$ cat config.mk
export PLATFORM = sky130hd
export DESIGN_NAME = bus_mux_n
export DESIGN_NICKNAME = d
export VERILOG_FILES = /design/src/rtl/bus_mux_n.sv
export SDC_FILE = /design/constraint.sdc
export NUM_CORES = 1
export LEC_CHECK = 0
export ABC_AREA = 1
export BUFFER_PORTS_ARGS = -buffer_cell sky130_fd_sc_hd__clkbuf_2
export CAP_MARGIN = 5
export CORE_MARGIN = 1.5
export CORE_UTILIZATION = 40
export CTS_CLUSTER_DIAMETER = 80
export DETAILED_ROUTE_END_ITERATION = 7
export HOLD_SLACK_MARGIN = 0.03
export PLACE_DENSITY_LB_ADDON = 0.2
export SYNTH_ARGS = -nofsm -noshare
export SYNTH_HDL_FRONTEND = slang
export SYNTH_SLANG_ARGS = --single-unit
$ cat constraint.sdc
create_clock -name clk -period 3.8 [get_ports clk]
set_clock_uncertainty 0.05 [all_clocks]
set_input_delay 0.57 -clock clk [delete_from_list [all_inputs] [get_ports clk]]
set_output_delay 0.57 -clock clk [all_outputs]
set_load 0.03 [all_outputs]
$ cat src/rtl/bus_mux_n.sv
// Parametrised CPU-to-peripheral interconnect: base/mask decode, registered slave
// selection, read-data capture and bus error on unmapped or unacknowledged cycles.
module bus_mux_n #(
   parameter int NSLAVES = 4,
   parameter int AW      = 24,
   parameter int DW      = 16,
   parameter int SAW     = 8,
   parameter logic [NSLAVES*AW-1:0] SLAVE_BASE =
      {24'hF00200, 24'hF00100, 24'hF00000, 24'h000000},
   parameter logic [NSLAVES*AW-1:0] SLAVE_MASK =
      {24'hFFFF00, 24'hFFFF00, 24'hFFFF00, 24'hF00000},
   parameter int TIMEOUT = 255
) (
   input  logic                   clk,
   input  logic                   reset,
   input  logic [AW-1:0]          master_addr,
   input  logic [DW-1:0]          master_write,
   input  logic                   master_uds,
   input  logic                   master_lds,
   input  logic                   master_rw,
   output logic [DW-1:0]          master_read,
   output logic                   master_ack,
   output logic                   master_berr,
   output logic [DW-1:0]          slave_write,
   output logic [NSLAVES*SAW-1:0] slave_addr,
   output logic [NSLAVES-1:0]     slave_uds,
   output logic [NSLAVES-1:0]     slave_lds,
   output logic                   slave_rw,
   input  logic [NSLAVES*DW-1:0]  slave_read,
   input  logic [NSLAVES-1:0]     slave_ack
);
   localparam int SELW = (NSLAVES > 1) ? $clog2(NSLAVES) : 1;
   localparam int CW   = $clog2(TIMEOUT + 1);
   localparam logic [CW-1:0] TC = CW'(TIMEOUT - 1);

   typedef enum logic [1:0] {S_IDLE, S_ACCESS, S_DONE} state_t;

   state_t                        r_state;
   logic [SELW-1:0]               r_sel;
   logic [CW-1:0]                 r_cnt;
   logic [DW-1:0]                 r_rdata;
   logic                          r_ack;
   logic                          r_berr;
   logic [DW-1:0]                 r_wdata;
   logic                          r_rw;
   logic [NSLAVES-1:0]            r_suds;
   logic [NSLAVES-1:0]            r_slds;
   logic [NSLAVES-1:0][SAW-1:0]   r_saddr;

   logic                          w_active;
   logic                          w_hit;
   logic [SELW-1:0]               w_dsel;
   logic                          w_sack;
   logic [DW-1:0]                 w_rd [NSLAVES];

   assign w_active = master_uds | master_lds;

   // Scan downward so the lowest matching index is the one left standing.
   always_comb begin
      w_hit  = 1'b0;
      w_dsel = '0;
      for (int i = NSLAVES - 1; i >= 0; i--) begin
         if ((master_addr & SLAVE_MASK[i*AW +: AW]) ==
             (SLAVE_BASE[i*AW +: AW] & SLAVE_MASK[i*AW +: AW])) begin
            w_hit  = 1'b1;
            w_dsel = SELW'(i);
         end
      end
   end

   for (genvar g = 0; g < NSLAVES; g++) begin : g_rd
      assign w_rd[g] = slave_read[g*DW +: DW];
   end

   assign w_sack = slave_ack[r_sel];

   always_ff @(posedge clk) begin
      if (reset) begin
         r_state <= S_IDLE;
         r_sel   <= '0;
         r_cnt   <= '0;
         r_rdata <= '0;
         r_ack   <= 1'b0;
         r_berr  <= 1'b0;
         r_wdata <= '0;
         r_rw    <= 1'b1;
         r_suds  <= '0;
         r_slds  <= '0;
         r_saddr <= '0;
      end else begin
         case (r_state)
            S_IDLE: begin
               if (w_active) begin
                  r_rw    <= master_rw;
                  r_wdata <= master_write;
                  r_sel   <= w_dsel;
                  if (!w_hit) begin
                     r_berr  <= 1'b1;
                     r_ack   <= 1'b1;
                     r_state <= S_DONE;
                  end else begin
                     r_suds[w_dsel]  <= master_uds;
                     r_slds[w_dsel]  <= master_lds;
                     r_saddr[w_dsel] <= master_addr[SAW-1:0];
                     r_cnt           <= '0;
                     r_state         <= S_ACCESS;
                  end
               end
            end
            S_ACCESS: begin
               // Ack is tested before terminal count so a late ack still completes cleanly.
               if (!w_active) begin
                  r_suds  <= '0;
                  r_slds  <= '0;
                  r_saddr <= '0;
                  r_state <= S_IDLE;
               end else if (w_sack) begin
                  r_rdata <= w_rd[r_sel];
                  r_berr  <= 1'b0;
                  r_ack   <= 1'b1;
                  r_suds  <= '0;
                  r_slds  <= '0;
                  r_saddr <= '0;
                  r_state <= S_DONE;
               end else if (r_cnt == TC) begin
                  r_rdata <= '1;
                  r_berr  <= 1'b1;
                  r_ack   <= 1'b1;
                  r_suds  <= '0;
                  r_slds  <= '0;
                  r_saddr <= '0;
                  r_state <= S_DONE;
               end else begin
                  r_cnt <= r_cnt + 1'b1;
               end
            end
            S_DONE: begin
               if (!w_active) begin
                  r_ack   <= 1'b0;
                  r_berr  <= 1'b0;
                  r_state <= S_IDLE;
               end
            end
            default: r_state <= S_IDLE;
         endcase
      end
   end

   assign master_read = r_rdata;
   assign master_ack  = r_ack;
   assign master_berr = r_berr;
   assign slave_write = r_wdata;
   assign slave_rw    = r_rw;
   assign slave_uds   = r_suds;
   assign slave_lds   = r_slds;
   assign slave_addr  = r_saddr;

endmodule

==> qor.yml <==
critical_path.reg2reg.startpoint: "r_sel[0]$_SDFFE_PP0P_"
numCtsBuffers: 9
max_slew_margin: 0.224
netlist_top_cells_count: "nor2_1, nand2_1, dfxtp_1"
maxClockFrequency_mhz: 412
peakVddDrop_uv: 203
setup_tns_ps: 0
finalSetupViolations: 0
design.die.area_mm2: 0.0114
finish.net_count: 892
global_route_wire_length_before_repair_um: 20400
fin_hold_ws_ps: 361
hold_viol_final: 0
io_buffers: 187
class_of_the_most_critical_setup_path: "reg -> reg"
timing.critical_path.fanout_max: 45
rsz0062_at_grt: "no"
grt_usage: 0.222
syn_avg_cell_area_um2: 7.02
synth.distinct_cells: 29
count_of_flip_flops_with_a_built_in_enable_after_synthesis: 0
grt_remaining_overflow: 0
timing.rr.end: "slave_addr[8]$_SDFFE_PP0P_"
timing.critical_path.cells: "buf_4 > inv_2 > nand2_1 > nand3_1 > nand2_2 > nand3_1 > nand2_2 > inv_4 > nand4_2 > nand2_1 > a21oi_1"
worst_hold_startpoint: "master_rw"
synth-seq-cells: 87
synth-main-ff-cell: "dfxtp_1"
seq_area_frac_synth: 0.405
synthesis.nets: 727
leakagePower_nw: 2.49
vias_per_cell: 5.10
drv_cap: 0
ant_nets: 0
most_area_consuming_cells_after_synthesis: "dfxtp_1, nor2_1, o21ai_0"
setup.worst_path.start_class: "flop"
worst_r2r_path_depth: 11
num_vias: 4681
tritoncts: "done"
slew_viol_final: 0
die_wd_um: 107
h-tree-depth: 3
critPathSlowestCell: "inv_2"
max_slew.worst_pin.slew_ps: 1160
num_rows: 37
gp_routability_congestion: 0.827
gates_resized_cts_repair: 0
core_region_area_mm2: 0.0104
die_height_um: 107
post_cts_hold_buffer_count: 0
cpPeakStageDelay_ps: 390
synthDominantAreaCellType: "dfxtp_1"
mapped_area_mm2: 0.00430
r2r_setup_slk_ps: 1370
clockBufferDepth: 2
power.density_cell_area_mw_per_mm2: 370
finalCriticalPeriod_ps: 2430
detail_route.first_pass.iterations: 5
worst_ep_arrival_time_ps: 2600
yosysWarnings: 0
wl_um: 12800
cts.repair_timing.setup_buffer_count: 0
synthesis.instances: 612
detail_route.iter0.violations: 226
syn_to_final_growth_pct: 25.6
antennaDiodeCount: 0
cts.sinks: 87
first_global_vias: 4420
final.period_utilization: 0.639
place.detailed.hpwl_um: 9280
critical_path.endpoint_type: "flop"
critPathRequiredTime_ps: 3970
ys_async_sr_fraction: 0
hold-path-endpoint: "slave_rw$_SDFFE_PP1P_"
yosysTopAreaCellShare: 0.405
floorplan.io_pins: 188
grt_start_max_net_pins: 46
routedWlPerCell_um: 14.0
outcome: "completed"
antenna_found_initial: 0
synth_most_common_cell: "nor2_1"
timing.hold.worst_path_depth: 3
cts-root-buf: "clkbuf_8"
detail_route.drc_violations: 0
final_layout_size_suffix_gt1_frac: 0.301
clkTransAtPathRegs_ps: 90
min_path_type: "in -> reg"
floorplan.initialDensity: 0.414
worst_skew_pair.late_latency_ps: 350
## per-stage QoR
stage | worst slack (ps) | std cells | util | power (mW) | instance area (um^2)
4_1_cts | 1370 | 918 | 0.520 | 2.01 | 5400
3_5_place_dp | 1380 | 902 | 0.502 | 1.40 | 5210
5_1_grt | 1090 | 918 | 0.520 | 2.10 | 5400
3_3_place_gp | 1480 | 902 | 0.502 | 1.39 | 5210
2_1_floorplan | 2060 | 612 | - | 1.27 | 4300
6_report | 1370 | 918 | 0.520 | 1.99 | 5400
## per-layer routing
layer  up-vias  global-route usage  share of wire
li1       2386                   -              -
met1      2087               0.274           0.43
met5         -                   0              0
met2       178               0.369           0.47
met3        30              0.0553          0.069
met4         0              0.0914          0.026
## power breakdown
part,leakage (nW),switching (mW),internal [mW]
combinational,1.70,0.276,0.133
clock,0.0809,0.338,0.274
sequential,0.708,0.0231,0.950
## cells by family (layout without fill, tap and decap cells)
group,Yosys count,in the layout,share of synthesized area
AO/OA/AOI/OAI,142,142,0.181
adder cells (fa/ha/maj),2,2,0.00582
buffers and inverters,74,244,0.0847
flip-flops,87,87,0.405
AND/OR/NAND/NOR,307,307,0.323
## layout by cell type, fill, tap and decap left out
master / synthesis / layout
inv_4: 1 / 1
nand3b_1: 1 / 1
nand4_1: 40 / 40
nand3_1: 9 / 9
nand2_8: 1 / 1
a41oi_1: 16 / 16
buf_4: 7 / 4
clkbuf_8: 0 / 11
nand4_2: 4 / 4
o211ai_1: 1 / 1
clkinvlp_4: 0 / 4
a21oi_1: 50 / 50
nand3_2: 3 / 3
o21ai_2: 1 / 1
ha_1: 2 / 2
nand2_4: 1 / 1
nor2_4: 2 / 2
clkbuf_2: 0 / 187
inv_1: 27 / 27
clkbuf_1: 19 / 1
o21bai_1: 1 / 1
o21ai_0: 73 / 73
inv_2: 6 / 6
nor3_1: 1 / 1
nor2_2: 3 / 3
nand2_2: 7 / 7
nor2_1: 141 / 141
dfxtp_1: 87 / 87
nand2_1: 94 / 94
clkinv_1: 3 / 3
## worst max-delay path by stage
stage	startpoint	slack, ps	cells past startpoint	endpoint
floorplan	master_addr[17]	2060	10	r_cnt[2]$_SDFFE_PP0P_
global placement	r_sel[0]$_SDFFE_PP0P_	1480	11	slave_addr[31]$_SDFFE_PP0P_
detailed placement	r_sel[0]$_SDFFE_PP0P_	1380	11	slave_addr[13]$_SDFFE_PP0P_
CTS	r_sel[0]$_SDFFE_PP0P_	1370	11	slave_addr[13]$_SDFFE_PP0P_
global route	r_sel[0]$_SDFFE_PP0P_	1090	11	slave_addr[16]$_SDFFE_PP0P_
finish	r_sel[0]$_SDFFE_PP0P_	1370	11	slave_addr[8]$_SDFFE_PP0P_
## state kept, by name (all words and copies together) (netlist names)
register / flops
slave_lds: 4
master_read: 16
slave_uds: 4
master_berr: 1
master_ack: 1
slave_rw: 1
r_sel: 2
slave_addr: 32
slave_write: 16
r_state: 2
r_cnt: 8
## worst max-delay path: cells and delay by family (launching register included)
family	cells	cell delay, ps
AND/OR/NAND/NOR	7	920
flip-flops	1	310
buffers and inverters	3	940
AO/OA/AOI/OAI	1	70
## final cells by class
type                    count  area [um^2]
repair buffers            191          966
fillers                  1065         4970
inverters                  37          141
clock inverters             4         30.0
well taps                 136          170
flip-flops and latches     87         1740
clock buffers              12          155
multi-input cells         451         2190
Note: power is estimated with default switching activity, not from simulation.
